--- config.mk ---
export PLATFORM = sky130hd
export DESIGN_NAME = opti_sample_feeder_flat
export DESIGN_NICKNAME = d
export VERILOG_FILES = /design/src/rtl/opti_sample_feeder_if.sv /design/src/rtl/opti_sample_feeder.sv /design/src/flat_wrapper.sv
export SDC_FILE = /design/constraint.sdc
export NUM_CORES = 1
export LEC_CHECK = 0
export ABC_AREA = 0
export BUFFER_PORTS_ARGS = -buffer_cell sky130_fd_sc_hd__buf_2
export CAP_MARGIN = 30
export CORE_MARGIN = 4
export CORE_UTILIZATION = 53
export DETAILED_ROUTE_END_ITERATION = 8
export PLACE_DENSITY = 0.71
export SLEW_MARGIN = 20
export SYNTH_ARGS = -nofsm -noshare
export SYNTH_HDL_FRONTEND = slang
export SYNTH_SLANG_ARGS = --single-unit
--- constraint.sdc ---
create_clock -name clk -period 7.2 [get_ports clk]
set_input_delay 1.44 -clock clk [delete_from_list [all_inputs] [get_ports clk]]
set_output_delay 1.44 -clock clk [all_outputs]
set_load 0.02 [all_outputs]
--- src/rtl/opti_sample_feeder_if.sv ---
// Sample stream bundle: upstream valid/ready push side and the paced strobe toward the biquad.
interface opti_sample_feeder_if #(
    parameter int DATA_W = 24
);
    logic signed [DATA_W-1:0] s_data;
    logic                     s_valid;
    logic                     s_ready;
    logic signed [DATA_W-1:0] m_data;
    logic                     m_valid;

    modport master (output s_data, s_valid, input s_ready, m_data, m_valid);
    modport slave  (input s_data, s_valid, output s_ready, m_data, m_valid);
endinterface

--- src/rtl/opti_sample_feeder.sv ---
// Biquad input feeder: FIFO buffering, rounding pre-shift, saturation to the section
// range and GAP-paced single-cycle strobes.
module opti_sample_feeder #(
    parameter int DEPTH  = 8,
    parameter int GAP    = 4,
    parameter int DATA_W = 24
) (
    input  logic                     clk,
    input  logic                     rst_n,
    input  logic                     flush,
    input  logic                     enable,
    input  logic [2:0]               cfg_shift,
    opti_sample_feeder_if.slave      bus,
    output logic [$clog2(DEPTH):0]   level,
    output logic                     sat_flag
);
    localparam int AW = $clog2(DEPTH);
    localparam int PW = (GAP > 1) ? $clog2(GAP) : 1;
    localparam logic signed [DATA_W:0] SAT_MAX = (DATA_W+1)'((1 <<< (DATA_W-2)) - 1);
    localparam logic signed [DATA_W:0] SAT_MIN = (DATA_W+1)'(-(1 <<< (DATA_W-2)));

    function automatic logic signed [DATA_W:0] round_shift(
        input logic signed [DATA_W-1:0] x,
        input logic [2:0]               s
    );
        logic signed [DATA_W:0] ext;
        logic signed [DATA_W:0] bias;
        ext  = {x[DATA_W-1], x};
        bias = '0;
        if (s != 3'd0)
            bias[s - 3'd1] = 1'b1;
        return (ext + bias) >>> s;
    endfunction

    function automatic logic is_sat(input logic signed [DATA_W:0] y);
        return (y > SAT_MAX) || (y < SAT_MIN);
    endfunction

    function automatic logic signed [DATA_W-1:0] saturate(input logic signed [DATA_W:0] y);
        if (y > SAT_MAX)
            return SAT_MAX[DATA_W-1:0];
        if (y < SAT_MIN)
            return SAT_MIN[DATA_W-1:0];
        return y[DATA_W-1:0];
    endfunction

    logic signed [DATA_W-1:0] mem [DEPTH];
    logic [AW-1:0]            wr_ptr;
    logic [AW-1:0]            rd_ptr;
    logic [AW:0]              count;
    logic [PW-1:0]            pacer;
    logic                     full;
    logic                     empty;
    logic                     push;
    logic                     pop_p0;
    logic signed [DATA_W:0]   y_p0;
    logic signed [DATA_W-1:0] m_data_p1;
    logic                     vld_p1;

    assign full   = (count == (AW+1)'(DEPTH));
    assign empty  = (count == '0);
    // s_ready comes from the registered count, so a full FIFO refuses even when popping.
    assign push   = bus.s_valid && !full && !flush;
    assign pop_p0 = enable && !empty && (pacer == '0) && !flush;

    assign bus.s_ready = !full;
    assign level       = count;

    always_ff @(posedge clk) begin
        if (push)
            mem[wr_ptr] <= bus.s_data;
    end

    // Stage p0: FIFO head read and scaling
    assign y_p0 = round_shift(mem[rd_ptr], cfg_shift);

    // Stage p1: registered strobe and saturated sample
    always_ff @(posedge clk or negedge rst_n) begin
        if (!rst_n) begin
            wr_ptr    <= '0;
            rd_ptr    <= '0;
            count     <= '0;
            pacer     <= '0;
            vld_p1    <= 1'b0;
            m_data_p1 <= '0;
            sat_flag  <= 1'b0;
        end else if (flush) begin
            wr_ptr   <= '0;
            rd_ptr   <= '0;
            count    <= '0;
            pacer    <= '0;
            vld_p1   <= 1'b0;
            sat_flag <= 1'b0;
        end else begin
            vld_p1 <= pop_p0;
            if (push)
                wr_ptr <= wr_ptr + 1'b1;
            if (pop_p0)
                rd_ptr <= rd_ptr + 1'b1;
            if (push && !pop_p0)
                count <= count + 1'b1;
            else if (!push && pop_p0)
                count <= count - 1'b1;
            if (pop_p0)
                pacer <= PW'(GAP - 1);
            else if (pacer != '0)
                pacer <= pacer - 1'b1;
            if (pop_p0) begin
                m_data_p1 <= saturate(y_p0);
                if (is_sat(y_p0))
                    sat_flag <= 1'b1;
            end
        end
    end

    assign bus.m_data  = m_data_p1;
    assign bus.m_valid = vld_p1;
endmodule

--- src/flat_wrapper.sv ---
// flat-port wrapper written by rule: the top's interface ports become plain ports
module opti_sample_feeder_flat 
#(
    parameter int DEPTH  = 8,
    parameter int GAP    = 4,
    parameter int DATA_W = 24
)
  (clk, rst_n, flush, enable, cfg_shift, level, sat_flag, bus_s_data, bus_s_valid, bus_s_ready, bus_m_data, bus_m_valid);
  opti_sample_feeder_if #(.DATA_W(DATA_W)) bus_i ();
  input  logic clk;
  input  logic rst_n;
  input  logic flush;
  input  logic enable;
  input  logic [2:0] cfg_shift;
  output logic [$clog2(DEPTH):0] level;
  output logic sat_flag;
  input wire logic [$bits(bus_i.s_data)-1:0] bus_s_data;
  input wire logic [$bits(bus_i.s_valid)-1:0] bus_s_valid;
  output wire logic [$bits(bus_i.s_ready)-1:0] bus_s_ready;
  output wire logic [$bits(bus_i.m_data)-1:0] bus_m_data;
  output wire logic [$bits(bus_i.m_valid)-1:0] bus_m_valid;
  assign bus_i.s_data = bus_s_data;
  assign bus_i.s_valid = bus_s_valid;
  assign bus_s_ready = bus_i.s_ready;
  assign bus_m_data = bus_i.m_data;
  assign bus_m_valid = bus_i.m_valid;
  opti_sample_feeder #(.DEPTH(DEPTH), .GAP(GAP), .DATA_W(DATA_W)) u_core (.clk(clk), .rst_n(rst_n), .flush(flush), .enable(enable), .cfg_shift(cfg_shift), .bus(bus_i), .level(level), .sat_flag(sat_flag));
endmodule
==> results of run 1 <==
-- synth_stat cells (all sizes together) (4+ instances only) --
| cell type | n |
|---|---|
| edfxtp | 192 |
| nor2 | 77 |
| mux4 | 52 |
| dfrtp | 38 |
| a21oi | 29 |
| buf | 25 |
| nand2 | 25 |
| nor3 | 25 |
| mux2i | 23 |
| mux2 | 22 |
| o21ai | 19 |
| clkbuf | 16 |
| ha | 15 |
| nand3 | 14 |
| a211oi | 10 |
| a31oi | 10 |
| inv | 10 |
| nor4 | 10 |
| o21a | 10 |
| xnor2 | 10 |
| nand2b | 9 |
| xor2 | 9 |
| a21o | 6 |
| and2 | 6 |
| and3 | 6 |
| o211ai | 6 |
| or4 | 6 |
| o311ai | 5 |
| a2111oi | 4 |
| o22a | 4 |
| o31ai | 4 |
-- layer usage --
metal / wire, um / part of all wire
met3: 1273 / 0.052
met1: 10670 / 0.44
met4: 715 / 0.029
met5: 0 / 0
met2: 11820 / 0.48
-- layout make-up --
type / count / share of cell area
Tap cell: 270 / 0.02678
Timing Repair Buffer: 75 / 0.03789
Multi-Input combinational cell: 473 / 0.3366
Clock inverter: 9 / 0.005455
Clock buffer: 35 / 0.05732
Inverter: 11 / 0.003273
Sequential cell: 230 / 0.5327
-- through the flow --
stage | power (W) | util | instance area (um^2) | std cells | setup WS [ns]
global placement | 0.002971 | 0.5717 | 11720 | 1054 | 1.384
CTS | 0.004241 | 0.6113 | 12530 | 1099 | 1.823
detailed placement | 0.003009 | 0.5727 | 11740 | 1055 | 1.286
finish | 0.004206 | 0.6156 | 12620 | 1103 | 1.752
global route | 0.004441 | 0.6156 | 12620 | 1103 | 1.347
floorplan | 0.002676 | - | 11170 | 755 | 1.331
-- registers in the layout, summed over array words and instances, names as in the netlist --
name / count
u_core.sat_flag: 1
u_core.rd_ptr: 3
u_core.level: 4
u_core.wr_ptr: 3
u_core.mem: 192
u_core.pacer: 2
u_core.bus.m_valid: 1
u_core.bus.m_data: 24
-- path summary, 6_finish.rpt --
path                                                   start  cells after the start                                 to
setup / recovery                                cfg_shift[1]                     18  u_core.bus.m_data[15]$_DFFE_PN0P_
hold / removal             u_core.bus.m_data[23]$_DFFE_PN0P_                      1  u_core.bus.m_data[23]$_DFFE_PN0P_
setup reg to reg                u_core.rd_ptr[1]$_DFFE_PN0P_                     13   u_core.bus.m_data[8]$_DFFE_PN0P_
hold reg to reg            u_core.bus.m_data[23]$_DFFE_PN0P_                      1  u_core.bus.m_data[23]$_DFFE_PN0P_
max in group asynchronous                              rst_n                      1       u_core.rd_ptr[1]$_DFFE_PN0P_
min in group asynchronous                              rst_n                      1  u_core.bus.m_data[15]$_DFFE_PN0P_
-- logic make-up after synthesis --
| group | count (synthesis) | synth area share |
|---|---|---|
| AOI/OAI and AO/OA | 146 | 0.09485 |
| adders and majority gates | 17 | 0.02038 |
| muxes | 97 | 0.1532 |
| and+or+nand+nor | 194 | 0.09115 |
| buffers and inverters | 52 | 0.02374 |
| DFF | 230 | 0.6011 |
| xor gates and xnor gates | 19 | 0.01557 |
-- worst max-delay path: stages --
cell	delay, ns
buf_2	0.34
inv_1	0.15
ha_1	0.25
nor3_1	0.19
a21oi_1	0.11
nor2_1	0.16
ha_1	0.21
inv_1	0.06
fa_1	0.40
nor2b_1	0.17
o2111ai_1	0.18
nand3_1	0.26
nand3_1	0.38
nor4_2	0.46
o32ai_2	0.19
a31oi_2	0.53
and2_1	0.27
a311oi_1	0.06
-- power groups by stage --
| stage | Clock, W | Combinational [W] | Sequential (W) |
|---|---|---|---|
| final | 0.00122 | 0.00133 | 0.00166 |
| after floorplan | 0 | 0.000938 | 0.00174 |
| after CTS | 0.00125 | 0.00133 | 0.00166 |
| after global placement | 0 | 0.00129 | 0.00168 |
| after detailed placement | 0 | 0.00132 | 0.00169 |
| after global routing | 0.00131 | 0.00145 | 0.00168 |
==> summary.txt, run 1 <==
Status
  • Status: finished clean

Floorplan
  • Die ar.: 0.02347 mm^2
  • Vert. Die Dim: 153.2 um
  • Cell row count: 52
  • Initial Util: 0.5452
  • I/O pin count: 63
  • Die W: 153.2 um
  • Core Area: 0.02049 mm^2

Timing
  • Fin Setup TNS: 0 ns
  • F_max: 0.1836 GHz
  • Layout Skew: 0.01575 ns
  • Tmin final: 5.448 ns
  • Worst Max-Slew Pin Slew: 0.9773 ns
  • RSZ-0062 raised after global routing: no
  • Final setup fails: 0
  • Final Max Slew Viols: 0
  • WHS: 0.4717 ns
  • Final period utilization: 0.7567
  • Hold Fails Final Rpt: 0
  • Slew Limit Headroom: 0.3469

Synthesis
  • Top cells by area, synth: edfxtp_1, mux4_2, dfrtp_1
  • Yosys warning total: 0
  • Ys flop type: edfxtp_1
  • Post-synth EDFFs: 192
  • Area leader, netlist: edfxtp_1
  • Syn avg cell area: 14.80 um^2
  • Yosys top cell area share: 0.5160
  • Mapped Nets: 804
  • Cell count after synthesis: 755
  • Register area share after synthesis: 0.6011
  • Yosys reg bits: 230
  • Synth unique cells: 88
  • Netlist area before placement: 0.01117 mm^2
  • Asr flop ratio synth: 0.1652

Clocking
  • Resized cells post-CTS: 0
  • Root Driver: clkbuf_16
  • CTS sink count: 230
  • Hold_buf cts: 0
  • Clock buffer depth: 3
  • Setup Buffers After CTS: 0
  • CTS tree: yes
  • Clock latency on the worst-skew pair: 0.52 ns
  • CTS H-Tree Depth: 1
  • Num CTS Buffers: 24
  • Clk slew on worst S/H paths: 0.06 ns

Power and ir drop
  • Power Internal: 0.002857 W
  • Switching share of power: 0.3207
  • Register share of total power: 0.394
  • Peak supply drop: 0.2064 mV
  • Gate power share: 0.316
  • Cell Pwr Density: 333.4 mW/mm^2
  • Clock Power Share: 0.290
  • Psw: 0.001349 W
  • Leakage power: 4.264 nW

GRT
  • Layer with the highest usage: met2
  • GR Util met1: 0.2871
  • Met2 Use GR: 0.3456
  • Largest net degree at the start of global routing: 42
  • Overflow after GRT: 0
  • First-pass GRT wire length: 39320 um
  • GRT Util Overall: 0.2095
  • M3 GR Usage: 0.03732
  • Vias in the first global route: 7004
  • Antenna violations before repair: 0

Routing
  • DRT Pass-1 Iters: 7
  • Vias per cell: 6.187
  • Routed vias: 6824
  • Final ANT Viol Nets: 0
  • DRT iter0 DRCs: 506
  • DR WL/cell: 22.20 um
  • Post-route DRC: 0
  • Final wirelength: 24480 um

Layout
  • Most frequent cells in the layout: edfxtp_1, nor2_1, buf_2
  • Most common cell after layout, fill and taps aside: edfxtp_1
  • Multi-input gate area: 0.004247 mm^2
  • Nets: 864
  • Synthesis-to-finish area growth: 12.91%
  • # fillers: 1514
  • Diode count: 0
  • Share of layout cells above drive strength 1: 0.2665
  • Register area: 0.006720 mm^2

Job
  • Max-cap violation count: 0

Setup path
  • Critical path type: input pin to register
  • Data required, critical path: 7.56 ns
  • Arrival time at the worst endpoint: 5.81 ns
  • CP Max Fanout: 22
  • Critical Path End Type: register
  • Startpoint Class: input pin
  • Reg2Reg Setup Slack: 1.91 ns

Min path
  • HP Class: register to register

Placed design
  • Port-buffer cells: 62
  • Gp weighted congestion: 0.9074
  • DPL Wire Length: 15850 um
Power figures use the tool's default switching activity.
==> inputs of run 2 (changes only) <==
PLACE_DENSITY = 0.74   (was 0.71)
clock period = 4.6 ns   (was 7.2 ns; I/O delays follow)
==> run 2 against run 1 <==
Sequential cell count unchanged. Register-to-register slack worse by 1.7 ns. Clock skew down 0.0024 ns. Final area up 1.0%. Global-route usage about the same. Worst hold slack better by 0.0097 ns. Critical endpoint is now u_core.bus.m_data[14]$_DFFE_PN0P_. Largest cell class unchanged. Highest routed layer unchanged.
==> summary.txt, run 2 (synthesis results as in run 1) <==
Routing
  • DRT Pass-1 Iters: 5 (was 7)
  • Final ANT Viol Nets: 0 (unchanged)
  • Final wirelength: 24240 um (was 24480 um)
  • DRT iter0 DRCs: 541 (was 506)
  • Vias per cell: 6.188 (was 6.187)
  • DR WL/cell: 21.33 um (was 22.20 um)
  • Post-route DRC: 0 (unchanged)
  • Routed vias: 7029 (was 6824)

Clocking
  • Clk slew on worst S/H paths: 0.06 ns (about the same)
  • Clock buffer depth: 3 (unchanged)
  • Root Driver: clkbuf_16 (unchanged)
  • Num CTS Buffers: 23 (was 24)
  • CTS sink count: 230 (unchanged)
  • Resized cells post-CTS: 0 (unchanged)
  • Setup Buffers After CTS: 0 (unchanged)
  • CTS H-Tree Depth: 1 (unchanged)
  • Clock latency on the worst-skew pair: 0.53 ns (was 0.52 ns)
  • CTS tree: yes (unchanged)
  • Hold_buf cts: 0 (unchanged)

Floorplan
  • Cell row count: 52 (unchanged)
  • Die W: 153.2 um (unchanged)
  • Die ar.: 0.02347 mm^2 (unchanged)
  • Core Area: 0.02049 mm^2 (unchanged)
  • Vert. Die Dim: 153.2 um (unchanged)
  • I/O pin count: 63 (unchanged)
  • Initial Util: 0.5452 (unchanged)

Timing
  • F_max: 0.2283 GHz
  • Hold Fails Final Rpt: 0 (unchanged)
  • Final period utilization: 0.9521
  • Worst Max-Slew Pin Slew: 0.9314 ns (was 0.9773 ns)
  • Fin Setup TNS: 0 ns (unchanged)
  • RSZ-0062 raised after global routing: no (unchanged)
  • Layout Skew: 0.01336 ns (was 0.01575 ns)
  • Slew Limit Headroom: 0.3776 (was 0.3469)
  • Tmin final: 4.380 ns
  • Final setup fails: 0 (unchanged)
  • WHS: 0.4814 ns (was 0.4717 ns)
  • Final Max Slew Viols: 0 (unchanged)

Status
  • Status: finished clean (unchanged)

Setup path
  • CP Max Fanout: 29 (was 22)
  • CP top delay family: compound AO/OA/AOI/OAI gates (was simple AND/OR/NAND/NOR gates)
  • Critical path endpoint: u_core.bus.m_data[14]$_DFFE_PN0P_ (was u_core.bus.m_data[15]$_DFFE_PN0P_)
  • Data required, critical path: 5.02 ns (was 7.56 ns)
  • Startpoint Class: register (was input pin)
  • R2r startpoint: u_core.rd_ptr[0]$_DFFE_PN0P_ (was u_core.rd_ptr[1]$_DFFE_PN0P_)
  • Arrival time at the worst endpoint: 4.80 ns (was 5.81 ns)
  • R2R cell count: 13 (unchanged)
  • CP max-delay cell: mux4_2 (was a31oi_2)
  • Critical Path End Type: register (unchanged)
  • R2R Path End: u_core.bus.m_data[14]$_DFFE_PN0P_ (was u_core.bus.m_data[8]$_DFFE_PN0P_)
  • WP buf/inv: 1 (was 3)
  • Critical path type: register to register (was input pin to register)
  • Worst path depth: 13 (was 18)
  • Critical path origin: u_core.rd_ptr[0]$_DFFE_PN0P_ (was cfg_shift[1])
  • Cell Chain, Critical Path: buf_12 > mux4_2 > mux2_2 > ha_1 > o211ai_1 > o211a_1 > or4_1 > or3_1 > xnor2_2 > a311o_1 > a2111oi_1 > a2111o_1 > o21ai_2 (was buf_2 > inv_1 > ha_1 > nor3_1 > a21oi_1 > nor2_1 > ha_1 > inv_1 > fa_1 > nor2b_1 > o2111ai_1 > nand3_1 > nand3_1 > nor4_2 > o32ai_2 > a31oi_2 > and2_1 > a311oi_1)
  • Reg2Reg Setup Slack: 0.22 ns (was 1.91 ns)
  • Slowest cell delay on critical path: 0.55 ns (was 0.53 ns)

Layout
  • Final std cells w/o fill: 1136 (was 1103)
  • Share of layout cells above drive strength 1: 0.3029 (was 0.2665)
  • Synthesis-to-finish area growth: 14.08% (was 12.91%)
  • Most frequent cells in the layout: edfxtp_1, nor2_1, buf_2 (unchanged)
  • # fillers: 1506 (was 1514)
  • Max reg flops: 192 (unchanged)
  • Biggest register: u_core.mem (unchanged)
  • Finished Core Util: 0.6219 (was 0.6156)
  • Most common cell after layout, fill and taps aside: edfxtp_1 (unchanged)
  • Nets: 897 (was 864)

Placed design
  • DPL Wire Length: 16100 um (was 15850 um)
  • Placed cells: 1093 (was 1055)
  • Gp weighted congestion: 0.8926 (was 0.9074)
  • Port-buffer cells: 62 (unchanged)

GRT
  • Largest net degree at the start of global routing: 42 (unchanged)
  • Antenna violations before repair: 1 (was 0)
  • First-pass GRT wire length: 39650 um (was 39320 um)
  • GRT Util Overall: 0.2093 (was 0.2095)
  • Vias in the first global route: 7207 (was 7004)
  • Overflow after GRT: 0 (unchanged)

Power and ir drop
  • Power, Total: 0.006464 W (was 0.004206 W)
  • Peak supply drop: 0.3068 mV (was 0.2064 mV)
  • Leakage power: 4.373 nW (was 4.264 nW)
  • Cell Pwr Density: 507.1 mW/mm^2 (was 333.4 mW/mm^2)

Min path
  • HP Class: input pin to asynchronous set/reset pin (was register to register)

Job
  • Max-cap violation count: 0 (unchanged)
-- run 2: worst min path at each step --
| stage | to | cells after the start | slack (ns) | from |
|---|---|---|---|---|
| 6_report | u_core.bus.m_data[18]$_DFFE_PN0P_ | 1 | 0.48 | rst_n |
| 5_1_grt | u_core.bus.m_data[5]$_DFFE_PN0P_ | 1 | 0.51 | u_core.bus.m_data[5]$_DFFE_PN0P_ |
| 4_1_cts | u_core.bus.m_data[6]$_DFFE_PN0P_ | 1 | 0.49 | u_core.bus.m_data[6]$_DFFE_PN0P_ |
| 3_5_place_dp | u_core.bus.m_data[7]$_DFFE_PN0P_ | 1 | 0.48 | u_core.bus.m_data[7]$_DFFE_PN0P_ |
| 3_3_place_gp | u_core.bus.m_data[23]$_DFFE_PN0P_ | 1 | 0.46 | u_core.bus.m_data[23]$_DFFE_PN0P_ |
| 2_1_floorplan | u_core.pacer[1]$_DFFE_PN0P_ | 2 | 0.49 | u_core.pacer[1]$_DFFE_PN0P_ |
-- run 2: through the flow --
step	setup slack [ns]	instance area, um^2
2_1_floorplan	-0.004375	11270
3_3_place_gp	-0.1135	12060
3_5_place_dp	-0.1065	12060
4_1_cts	0.1543	12730
5_1_grt	0.01813	12750
6_report	0.2203	12750
-- run 2: cell type report --
class,instances,area [um^2],area share
diodes,1,2.502,0.0001963
clock inverters,15,85.08,0.006675
clock buffers,27,590.6,0.04633
repair buffers,109,675.6,0.05301
flip-flops and latches,230,6720,0.5272
multi-input cells,473,4288,0.3364
well taps,270,337.8,0.02650
inverters,11,46.29,0.003632
-- run 2: report_power, final --
part | internal, W | switching [W] | total, W | leakage [nW]
Sequential | 0.00245 | 0.000109 | 0.00256 | 2.18
Clock | 0.000924 | 0.000759 | 0.00168 | 0.335
Combinational | 0.000967 | 0.00126 | 0.00222 | 1.86
-- run 2: worst reg2reg max path: stages (launching register included) --
cell	delay, ns
dfrtp_2	0.37
buf_12	0.23
mux4_2	0.58
mux2_2	0.32
ha_1	0.32
o211ai_1	0.12
o211a_1	0.27
or4_1	0.51
or3_1	0.39
xnor2_2	0.18
a311o_1	0.40
a2111oi_1	0.37
a2111o_1	0.16
o21ai_2	0.05
-- run 2: routing by layer --
layer,GRT usage,vias to the layer above,routed length [um]
met1,0.2940,3547,10250
met4,0.05812,0,627
met3,0.03902,48,1517
met5,0,-,0
li1,-,3209,-
met2,0.3397,225,11840
